===== src/rtl/float16_add_scheduler.sv =====
// float16_add_scheduler: round-robin sharing of one pipelined float16 adder among
// NUM_REQ requesters, with one held response slot per requester.
module float16_add_scheduler #(
    parameter int NUM_REQ   = 4,
    parameter int FLOAT_LEN = 16,
    parameter int ADD_LAT   = 2,
    parameter int ID_W      = $clog2(NUM_REQ)
) (
    input  logic                         clk,
    input  logic                         rst_n,
    input  logic [NUM_REQ-1:0]           req_valid,
    output logic [NUM_REQ-1:0]           req_ready,
    input  logic [NUM_REQ*FLOAT_LEN-1:0] req_a,
    input  logic [NUM_REQ*FLOAT_LEN-1:0] req_b,
    output logic [FLOAT_LEN-1:0]         add_a,
    output logic [FLOAT_LEN-1:0]         add_b,
    input  logic [FLOAT_LEN-1:0]         add_result,
    output logic [NUM_REQ-1:0]           rsp_valid,
    output logic [NUM_REQ*FLOAT_LEN-1:0] rsp_data,
    input  logic [NUM_REQ-1:0]           rsp_ready,
    output logic                         idle
);

    logic [ID_W-1:0]      rr_ptr_q, rr_ptr_d;
    logic [NUM_REQ-1:0]   inflight_q, inflight_d;
    logic [NUM_REQ-1:0]   rsp_valid_q, rsp_valid_d;
    logic [FLOAT_LEN-1:0] rsp_data_q [NUM_REQ];
    logic [FLOAT_LEN-1:0] rsp_data_d [NUM_REQ];
    logic                 idle_q, idle_d;

    logic [ADD_LAT-1:0]   tag_vld_q, tag_vld_d;
    logic [ID_W-1:0]      tag_id_q [ADD_LAT];
    logic [ID_W-1:0]      tag_id_d [ADD_LAT];

    logic [NUM_REQ-1:0]   elig;
    logic [NUM_REQ-1:0]   grant_oh;
    logic [NUM_REQ-1:0]   cap_oh;
    logic                 grant_vld;
    logic [ID_W-1:0]      grant_id;
    logic                 cap_vld;
    logic [ID_W-1:0]      cap_id;
    int                   scan_idx;

    // A requester with an op in the adder or an unaccepted response must wait,
    // since the adder cannot be stalled to protect an occupied slot.
    assign elig = req_valid & ~inflight_q & ~rsp_valid_q;

    always_comb begin
        grant_vld = 1'b0;
        grant_id  = '0;
        scan_idx  = 0;
        for (int off = 0; off < NUM_REQ; off++) begin
            scan_idx = int'(rr_ptr_q) + off;
            if (scan_idx >= NUM_REQ) begin
                scan_idx = scan_idx - NUM_REQ;
            end
            if (!grant_vld && elig[scan_idx[ID_W-1:0]]) begin
                grant_vld = 1'b1;
                grant_id  = scan_idx[ID_W-1:0];
            end
        end
    end

    assign cap_vld = tag_vld_q[ADD_LAT-1];
    assign cap_id  = tag_id_q[ADD_LAT-1];

    genvar gi;
    generate
        for (gi = 0; gi < NUM_REQ; gi++) begin : g_slot
            assign grant_oh[gi] = grant_vld && (grant_id == ID_W'(gi));
            assign cap_oh[gi]   = cap_vld && (cap_id == ID_W'(gi));
            assign rsp_data[gi*FLOAT_LEN +: FLOAT_LEN] = rsp_data_q[gi];
        end
    endgenerate

    assign req_ready = grant_oh;
    assign rsp_valid = rsp_valid_q;
    assign idle      = idle_q;

    always_comb begin
        add_a = '0;
        add_b = '0;
        for (int i = 0; i < NUM_REQ; i++) begin
            add_a = add_a | (req_a[i*FLOAT_LEN +: FLOAT_LEN] & {FLOAT_LEN{grant_oh[i]}});
            add_b = add_b | (req_b[i*FLOAT_LEN +: FLOAT_LEN] & {FLOAT_LEN{grant_oh[i]}});
        end
    end

    // Tag pipe: stage 0 takes the grant, the tail lines up with add_result.
    generate
        for (gi = 0; gi < ADD_LAT; gi++) begin : g_tag
            if (gi == 0) begin : g_head
                assign tag_vld_d[gi] = grant_vld;
                assign tag_id_d[gi]  = grant_id;
            end else begin : g_shift
                assign tag_vld_d[gi] = tag_vld_q[gi-1];
                assign tag_id_d[gi]  = tag_id_q[gi-1];
            end
        end
    endgenerate

    always_comb begin
        inflight_d  = inflight_q;
        rsp_valid_d = rsp_valid_q;
        for (int i = 0; i < NUM_REQ; i++) begin
            rsp_data_d[i] = rsp_data_q[i];
            if (rsp_valid_q[i] && rsp_ready[i]) begin
                rsp_valid_d[i] = 1'b0;
            end
            if (cap_oh[i]) begin
                inflight_d[i]  = 1'b0;
                rsp_valid_d[i] = 1'b1;
                rsp_data_d[i]  = add_result;
            end
            if (grant_oh[i]) begin
                inflight_d[i] = 1'b1;
            end
        end
    end

    always_comb begin
        rr_ptr_d = rr_ptr_q;
        if (grant_vld) begin
            rr_ptr_d = (grant_id == ID_W'(NUM_REQ - 1)) ? '0 : grant_id + ID_W'(1);
        end
    end

    // idle reflects the state registered at the same edge, not one cycle later.
    assign idle_d = ~|inflight_d & ~|rsp_valid_d;

    always_ff @(posedge clk or negedge rst_n) begin
        if (!rst_n) begin
            rr_ptr_q    <= '0;
            inflight_q  <= '0;
            rsp_valid_q <= '0;
            idle_q      <= 1'b1;
            tag_vld_q   <= '0;
            for (int i = 0; i < NUM_REQ; i++) begin
                rsp_data_q[i] <= '0;
            end
            for (int s = 0; s < ADD_LAT; s++) begin
                tag_id_q[s] <= '0;
            end
        end else begin
            rr_ptr_q    <= rr_ptr_d;
            inflight_q  <= inflight_d;
            rsp_valid_q <= rsp_valid_d;
            idle_q      <= idle_d;
            tag_vld_q   <= tag_vld_d;
            for (int i = 0; i < NUM_REQ; i++) begin
                rsp_data_q[i] <= rsp_data_d[i];
            end
            for (int s = 0; s < ADD_LAT; s++) begin
                tag_id_q[s] <= tag_id_d[s];
            end
        end
    end

    // A returning sum must never land on a slot still holding a response.
    a_no_slot_overwrite: assert property (@(posedge clk) disable iff (!rst_n)
        !(cap_vld && |(cap_oh & rsp_valid_q)));

endmodule


===== config.mk =====
export PLATFORM = sky130hd
export DESIGN_NAME = float16_add_scheduler
export DESIGN_NICKNAME = d
export VERILOG_FILES = /design/src/rtl/float16_add_scheduler.sv
export SDC_FILE = /design/constraint.sdc
export NUM_CORES = 1
export LEC_CHECK = 0
export CORE_MARGIN = 1
export CORE_UTILIZATION = 36
export CTS_CLUSTER_DIAMETER = 50
export DETAILED_ROUTE_END_ITERATION = 6
export GPL_ROUTABILITY_DRIVEN = 0
export GPL_TIMING_DRIVEN = 0
export PLACE_DENSITY = 0.83
export SYNTH_ARGS = -nofsm -noshare
export SYNTH_HDL_FRONTEND = slang
export SYNTH_SLANG_ARGS = --single-unit

===== constraint.sdc =====
create_clock -name clk -period 2.8 [get_ports clk]
set_input_delay 0.42 -clock clk [delete_from_list [all_inputs] [get_ports clk]]
set_output_delay 0.42 -clock clk [all_outputs]
set_load 0.005 [all_outputs]

After elaboration in Yosys (flattened, before gate mapping) --
Index checks and enable logic that the tools add are counted.
Storage, ports and cells: register bits 81, input port bits 154, output and inout port bits 105
Cells by class: add/subtract/negate cells 8, order comparisons 8, eq/ne operators 6, multiplexer cells 37, bitwise gates (word level) 19, reductions and logical operators 24
Operator list (count):
- $and 16x16->16 | 8
- $or 16x16->16 | 6
- $mux 1 | 24
- $mux 2 | 9
- $logic_and 1x1->1 | 15
- $lt 2x3->1 const B | 4
- $ge 3x3->1 const B | 3
- $and 4x4->4 | 2
- $bmux 1 s2 | 4
- $eq 2x2->1 const B | 4
- $not 4->4 | 2
- $reduce_or 4->1 | 2
- $sub 2x1->2 const B | 4
- $add 2x2->3 const B | 2
- $logic_not 1->1 | 5
- $eq 2x1->1 const B | 2
- $logic_not 2->1 | 2
- $add 2x1->3 const B | 1
- $ge 2x3->1 const B | 1
- $add 2x1->2 const B | 1
- $and 1x1->1 | 1

Longest topological paths before layout --
Gate-level depths: netlist of run 1.
word-level depth 21, depth in mapped cells 9, mapped depth without buffers 8

Worst setup path before layout of run 1 --
OpenSTA, ideal clock, no wires.
path type input to output, start point input port req_valid[2], end point output port add_a[10], arrival 2289 ps, required time 2380 ps, slack 91 ps, stages on the path 9, buffers on the path 2, path through nor3b_1 > mux2i_1 > o221a_2 > inv_1 > ha_1 > clkbuf_1 > clkbuf_1 > a22oi_1 > a21oi_1
Between the ends: longest elaborated chain between the ends 20
RTL lines:
- start, declared | line 11 | input logic [NUM_REQ-1:0] req_valid,
- $and 4x4->4 (*) (2 in a row) | line 46 | assign elig = req_valid & ~inflight_q & ~rsp_valid_q;
- $bmux 1 s2 | line 57 | if (!grant_vld && elig[scan_idx[ID_W-1:0]]) begin
- $mux 1 (not written as such) | line 57
- $mux 1 | line 57
- $logic_not 1->1 | line 57
- $logic_and 1x1->1 | line 57
- $mux 1 | line 57
- $logic_not 1->1 | line 57
- [3 not listed]
- $logic_and 1x1->1 | line 57
- $mux 2 (*) | line 57
- net grant_id[0] | line 39 | logic [ID_W-1:0] grant_id;
- $eq 2x1->1 or $logic_not 2->1 (tied branches) | line 70 | assign grant_oh[gi] = grant_vld && (grant_id == ID_W'(gi));
- $logic_and 1x1->1 | line 70
- $and 16x16->16 | line 84 | add_a = add_a | (req_a[i*FLOAT_LEN +: FLOAT_LEN] & {FLOAT_LEN{grant_oh[i]}});
- $or 16x16->16 (2 in a row) | line 84
- $or 16x16->16 (*) | line 84
- end, declared | line 15 | output logic [FLOAT_LEN-1:0] add_a,
Mark *: on every way through the listed nets, which the timed path passes. The rest lies on a longest branch. The select of a mux whose other input is x is not followed.

Worst setup path in the final report of run 1 --
start point register rsp_valid_q[1], in the netlist rsp_valid[1], end point output port add_b[1]
Between the ends: longest elaborated chain between the ends 20
RTL lines:
- start, declared | line 26 | logic [NUM_REQ-1:0] rsp_valid_q, rsp_valid_d;
- start signal, assigned | line 147 | rsp_valid_q <= rsp_valid_d;
- $not 4->4 (*) | line 46
- $and 4x4->4 (*) | line 46
- $bmux 1 s2 | line 57
- $mux 1 (not written as such) | line 57
- $mux 1 | line 57
- $logic_not 1->1 | line 57
- $logic_and 1x1->1 | line 57
- $mux 1 | line 57
- [4 not listed]
- $logic_and 1x1->1 | line 57
- $mux 2 (*) | line 57
- net grant_id[0] | line 39
- $eq 2x1->1 or $logic_not 2->1 (tied branches) | line 70
- $logic_and 1x1->1 | line 70
- $and 16x16->16 | line 85 | add_b = add_b | (req_b[i*FLOAT_LEN +: FLOAT_LEN] & {FLOAT_LEN{grant_oh[i]}});
- $or 16x16->16 (2 in a row) | line 85
- $or 16x16->16 (*) | line 85
- end, declared | line 16 | output logic [FLOAT_LEN-1:0] add_b,
Marks and branches as above.

==> out/metrics.yaml, run 1 <==
drt:
  wl_um: 15300
  detail_route.first_pass.iterations: 4
  drt_first_iter_violations: 202
  routed-via-count: 3988
  vias_per_cell: 5.37
  drt.antenna.violating_nets: 0
  drc_violation_count_after_routing: 0
  wl_per_instance_um: 20.6
layout:
  signed_area_change_from_the_synthesized_netlist_to_the_final_layout_pct: 89.3
  finish.net_count: 760
  drive_gt1_share_pct: 34.9
  num-fill-cells: 768
  num_antenna_cells: 0
timing:
  timing_worst_slew_pin_value_ns: 0.585
  clock_skew_ns: 0.00800
  period_needed_ns: 2.98
  hold_viol: 0
  fin_crit_sh_pct: 106
  max_freq_mhz: 336
  finalHoldWorstSlack_ns: 0.0579
  setup_viol: 33
  max_slew_margin_pct: 60.9
  drv_slew: 0
  timing.final.ws_setup_ns: -0.176
  rsz0062_at_grt: "true"
floorplan:
  placeableCoreArea_um2: 10400
  initial_core_util_pct: 37.3
  die-width_um: 106
  placementRows: 37
  io-pin-count: 259
  die_area_um2: 11200
  die_h_um: 106
yosys:
  syn-num-nets: 479
  synthesis.yosys.warnings: 0
  synth_seq_cells: 81
  synth_top_area_share_pct: 51.7
  post-synth-top-area-cell: "sky130_fd_sc_hd__dfrtp_1"
  synthTopCellsByArea: "sky130_fd_sc_hd__dfrtp_1, sky130_fd_sc_hd__mux2_2, sky130_fd_sc_hd__a22oi_1"
  synthesis.area_um2: 3870
  asyncSetResetFlopFracSynth_pct: 100
  ys_dominant_reg_cell: "sky130_fd_sc_hd__dfrtp_1"
  synth_cell_type_count: 30
  synth_enable_flop_cells: 0
  yosysSeqAreaShare_pct: 52.4
  synthCells: 321
  synth_area_per_cell_um2: 12.1
run_status:
  run_status: "finished, violations left"
  failing_checks: "setup timing"
place:
  number_of_buffer_cells_added_on_primary_ports: 258
  dpl_worst_slack_ns: -1.51
  hpwl_um: 11700
global_routing:
  grtUsageMet3_pct: 6.93
  antenna_found_initial: 0
  use_met1_pct: 28.9
  first_global_vias: 4190
  largest_net_degree_at_the_start_of_global_routing: 43
  global_route_wire_length_before_repair_um: 22500
  globalRouteMet2Util_pct: 49.6
  gr_peak_layer: "met2"
  grt_overflow_total: 0
  grt.total_usage_pct: 26.7
clocking:
  cts-buffers-inserted: 9
  tritoncts_clock_tree: "done"
  cts.sink_count: 81
  cts.path.max_buffers: 2
  clock_tree.root_cell: "sky130_fd_sc_hd__clkbuf_8"
  later_pin_clock_latency_in_the_skew_report_ns: 0.33
  clk_pin_slew_worst_paths_ns: 0.08
  h-tree-depth: 3
setup_path:
  critPathMaxFanout: 8
  register_to_register_setup_slack_ns: 0.49
  worst-setup-path-type: "reg2out"
  reg2reg_depth: 9
  critical_path.slowest_cell: "sky130_fd_sc_hd__dfrtp_1"
  critical-path-top-delay-family: "compound AO/OA/AOI/OAI gates"
  cp_slowest_stage_delay_ns: 0.43
  worstReg2RegEnd: "idle$_DFF_PN1_"
  rr_startpoint: "rsp_valid[1]$_DFF_PN0_"
  crit_start_category: "flip-flop"
  crit_chain: "or3b_4, o21bai_1, o221a_2, buf_6, ha_4, clkbuf_16, a22oi_2, a21oi_2, buf_2"
  kind_of_end_point_of_the_critical_path: "output port"
  critical_path.n_buffers_inverters: 3
  crit_arrival_ns: 2.56
  worst_ep_required_time_ns: 2.38
job:
  max_cap_violations: 0
power_and_ir_drop:
  cellPowerDensity_nw_per_um2: 1170
  p_leak_nw: 2.96
  irDropWorstVdd_mv: 0.665
min_path:
  timing.hold.worst.class: "in2async"
-- cell usage after synthesis (all sizes together), types with 2 or more instances --
| library cell | number |
|---|---|
| buf | 6 |
| clkbuf | 19 |
| nor2 | 2 |
| nor4 | 2 |
| a21oi | 36 |
| nand2 | 7 |
| o21bai | 3 |
| inv | 4 |
| nand2b | 5 |
| and2 | 4 |
| nor3b | 5 |
| mux2 | 64 |
| ha | 4 |
| a22oi | 64 |
| nand3b | 2 |
| dfrtp | 80 |
| a21o | 3 |
-- sequential cells by signal, indices dropped and copies added (netlist names) --
register	flops
rsp_data	64
inflight_q	4
rsp_valid	4
cap_id	2
rr_ptr_q	2
tag_id_d	2
tag_vld_q	2
idle	1
-- stage by stage --
stage          util, %  std cells  TNS, ns  power, mW  instance area (um2)
3_3_place_gp      63.9        715  -154.60       6.83                 6620
6_report          70.7        743    -3.80       8.59                 7330
2_1_floorplan        -        321        0       4.19                 3870
4_1_cts           69.9        742    -2.95       8.47                 7240
5_1_grt           70.7        743    -7.43       9.06                 7330
3_5_place_dp      64.0        716   -49.26       6.96                 6640
-- layout by cell type, fill, tap and decap left out, drive strengths merged --
cell	synthesis	layout
nand4	1	1
nand3b	2	2
o21bai	3	3
a22oi	64	64
or3b	1	1
o221a	1	1
inv	4	6
nor4	2	2
or4	1	1
clkinvlp	0	1
clkdlybuf4s15	0	2
nand2b	5	5
mux2i	1	1
nand3	1	1
and2	4	4
nor4bb	1	1
ha	4	4
clkdlybuf4s50	0	218
dlygate4sd2	0	4
bufinv	0	2
a21o	3	3
nand2	7	7
o21ba	1	1
mux2	64	64
dfstp	1	1
nor2	2	2
o21ai	1	1
dfrtp	80	80
o22ai	1	1
clkbuf	19	27
buf	6	55
nor3b	5	5
a21oi	36	36
-- power by group --
part	internal (mW)	switching, mW
logic	3.15	2.32
clock network	0.558	0.418
registers	1.78	0.375
total	5.48	3.11
-- worst max path at each step --
stage	start	endpoint	slack (ns)	cells past startpoint
after CTS	rsp_valid[1]$_DFF_PN0_	add_b[3]	-0.17	9
after detailed placement	req_valid[2]	add_b[3]	-1.51	11
after floorplan	req_valid[2]	add_a[10]	0.09	9
after global routing	rsp_valid[1]$_DFF_PN0_	add_a[6]	-0.27	9
final	rsp_valid[1]$_DFF_PN0_	add_b[1]	-0.18	9
after global placement	req_valid[2]	add_b[3]	-1.39	11
-- cell type report --
cell class	instances	area, um2	share of cell area [%]
flip-flops and latches	81	2030	27.7
plain buffers	21	241	3.30
well taps	136	170	2.32
clock buffers	11	151	2.07
multi-input cells	211	2060	28.1
inverters	4	15.0	0.205
repair buffers	274	2570	35.1
clock inverters	5	85.1	1.16
-- per-layer routing --
metal	part of all wire (%)	vias to the layer above
li1	-	1778
met1	35	1969
met2	54	211
met3	7.9	30
met4	2.6	0
met5	0	-
-- cells by family (layout without fill, tap and decap cells) --
kind of cell	after synthesis	after routing	share of synthesized area (%)
AOI/OAI and AO/OA	110	110	19.1
buffers and inverters	29	315	3.01
and+or+nand+nor	32	32	5.37
DFF	81	81	52.4
adders and majority gates	4	4	1.29
muxes	65	65	18.9
-- timing repair --
item	4_1_cts	5_1_grt
buffers inserted	11	2
gates cloned	3	0
hold buffers	0	0
endpoints found under the setup margin	36	36
gates resized for setup	234	20
pin swaps	32	7
Power figures use the tool's default switching activity.
==> inputs of run 2 (changes only) <==
CTS_BUF_LIST = sky130_fd_sc_hd__clkbuf_16   (was unset)
==> run 2 against run 1 <==
Effect of this change: the run still ends with setup timing left; first-iteration DRC count is 5.4% lower; final area is 1.6% higher; sequential share of layout area is 0.44 points lower; non-clock buffer count is 1 higher; final cell count is 0.13% higher; register-to-register slack worse by 0.02 ns; utilization is 1.1 points higher; clock-buffer cell count is 2 lower; routed wire length is 1.2% higher; combinational power is 1% higher; critical path type unchanged; critical endpoint unchanged; largest power group unchanged; highest routed layer unchanged.
==> out/metrics.yaml, run 2 (synthesis results as in run 1) <==
run_status:
  run_status: "finished, violations left"
  failing_checks: "setup timing"
floorplan:
  placementRows: 37
  initial_core_util_pct: 37.3
  placeableCoreArea_um2: 10400
  die_h_um: 106
  die-width_um: 106
  io-pin-count: 259
  die_area_um2: 11200
setup_path:
  critical-path-top-delay-family: "compound AO/OA/AOI/OAI gates"
  critical_path.slowest_cell: "sky130_fd_sc_hd__dfrtp_1"
  register_to_register_setup_slack_ns: 0.47
  crit_arrival_ns: 2.58
  crit_start_category: "flip-flop"
  crit_path_start: "rsp_valid[1]$_DFF_PN0_"
  critical_path.n_buffers_inverters: 3
  crit_chain: "or3b_4, o21bai_1, o221a_2, buf_6, ha_4, clkbuf_16, a22oi_2, a21oi_2, buf_2"
  kind_of_end_point_of_the_critical_path: "output port"
  rr_startpoint: "rsp_valid[1]$_DFF_PN0_"
  worst_ep_required_time_ns: 2.38
  worst-setup-path-type: "reg2out"
  cp_slowest_stage_delay_ns: 0.42
  reg2reg_depth: 9
  worstReg2RegEnd: "idle$_DFF_PN1_"
  critPathMaxFanout: 8
power_and_ir_drop:
  power.share.combinational_pct: 62.0
  cellPowerDensity_nw_per_um2: 1200
  irDropWorstVdd_mv: 0.674
  cellInternalPower_mw: 5.73
  clock_power_share_pct: 13.9
  p_leak_nw: 3.00
  total_power_of_the_final_layout_mw: 8.91
  power_switching_share_pct: 35.8
  power.share.sequential_pct: 24.2
  p_sw_mw: 3.19
clocking:
  cts.path.max_buffers: 2
  later_pin_clock_latency_in_the_skew_report_ns: 0.32
  tritoncts_clock_tree: "done"
  cts.sink_count: 81
  holdBufCountCts: 0
  clock_tree.root_cell: "sky130_fd_sc_hd__clkbuf_16"
  clk_pin_slew_worst_paths_ns: 0.06
  cts-buffers-inserted: 9
  h-tree-depth: 3
place:
  number_of_buffer_cells_added_on_primary_ports: 258
  place_area_um2: 6640
  hpwl_um: 11700
min_path:
  timing.hold.worst.class: "in2async"
timing:
  rsz0062_at_grt: "true"
  timing_worst_slew_pin_value_ns: 0.647
  max_slew_margin_pct: 56.9
  clock_skew_ns: 0.00545
  drv_slew: 0
  setup_viol: 33
  finalHoldWorstSlack_ns: 0.0748
  hold_viol: 0
  fin_crit_sh_pct: 107
  max_freq_mhz: 333
  period_needed_ns: 3.00
  timing.final.ws_setup_ns: -0.200
drt:
  wl_per_instance_um: 20.8
  drt_first_iter_violations: 191
  wl_um: 15500
  drc_violation_count_after_routing: 0
  vias_per_cell: 5.44
  routed-via-count: 4044
  detail_route.first_pass.iterations: 5
  drt.antenna.violating_nets: 0
job:
  max_cap_violations: 0
global_routing:
  grt.total_usage_pct: 26.8
  global_route_wire_length_before_repair_um: 22700
  grt_overflow_total: 0
  first_global_vias: 4194
  largest_net_degree_at_the_start_of_global_routing: 43
  antenna_found_initial: 0
layout:
  num-fill-cells: 752
  layout_commonest_cell: "sky130_fd_sc_hd__clkdlybuf4s50_1"
  flip_flop_count_of_the_largest_register_all_copies_and_words_added: 64
  seq_cell_area_um2: 2030
  drive_gt1_share_pct: 35.9
  num_antenna_cells: 0
  finish.net_count: 761
  fin_area_um2: 7440
  top_library_cells_by_usage_in_the_layout_fill_and_taps_aside: "sky130_fd_sc_hd__clkdlybuf4s50_1, sky130_fd_sc_hd__dfrtp_1, sky130_fd_sc_hd__mux2_2, sky130_fd_sc_hd__a22oi_2, sky130_fd_sc_hd__buf_2"
  multiInputGateArea_um2: 2090
  signed_area_change_from_the_synthesized_netlist_to_the_final_layout_pct: 92.3
[run 2: worst reg2reg max path: cells and delay by family (launching register included)]
kind,cells,cell delay (ns)
AO/OA/AOI/OAI,3,0.57
adder cells (fa/ha/maj),1,0.18
buffers and inverters,2,0.23
flip-flops,1,0.42
AND/OR/NAND/NOR,3,0.86
[run 2: worst max path at each step]
stage / endpoint / slack [ns] / cells past startpoint
finish: add_b[1] / -0.20 / 9
floorplan: add_a[10] / 0.09 / 9
CTS: add_b[3] / -0.14 / 9
global route: add_a[6] / -0.24 / 9
global placement: add_b[3] / -1.39 / 11
detailed placement: add_b[3] / -1.51 / 11
[run 2: area by class of cell]
cell class	instances	share of cell area, %
repair buffers	275	34.6
clock inverters	7	1.24
well taps	136	2.29
multi-input cells	211	28.1
clock buffers	9	3.03
inverters	4	0.202
plain buffers	21	3.26
flip-flops and latches	81	27.3
[run 2: per-layer routing]
layer	wire [um]	GRT usage [%]	up-vias	share of wire [%]
li1	-	-	1781	-
met1	5570	29.2	2005	36
met2	8300	49.9	218	54
met3	1110	6.25	40	7.2
met4	510	10.2	0	3.3
met5	0	0	-	0
[run 2: what timing repair did]
action | 4_1_cts | 5_1_grt
cloned | 3 | 0
pin swaps | 33 | 20
gates resized for setup | 231 | 29
buffers inserted | 11 | 3
endpoints found under the setup margin | 36 | 34
[run 2: power by group through the flow]
stage	Combinational (mW)	Sequential (mW)	Clock, mW
2_1_floorplan	2.07	2.13	0
3_3_place_gp	4.74	2.09	0
3_5_place_dp	4.83	2.14	0
4_1_cts	5.31	2.16	1.25
5_1_grt	5.85	2.23	1.31
6_report	5.52	2.15	1.24
[run 2: metrics by stage]
stage / TNS [ns] / std cells / worst slack (ns) / utilization, %
after floorplan: 0 / 321 / 0.0908 / -
after global placement: -154.60 / 715 / -1.39 / 63.9
after detailed placement: -49.26 / 716 / -1.51 / 64.0
after CTS: -2.17 / 742 / -0.140 / 70.7
after global routing: -6.20 / 744 / -0.242 / 71.8
final: -4.13 / 744 / -0.200 / 71.8
==> inputs of run 3 (changes only) <==
ABC_AREA = 0   (was unset)
==> results of run 3 <==
Final layout, timing and power as in run 2 (identical DEF).
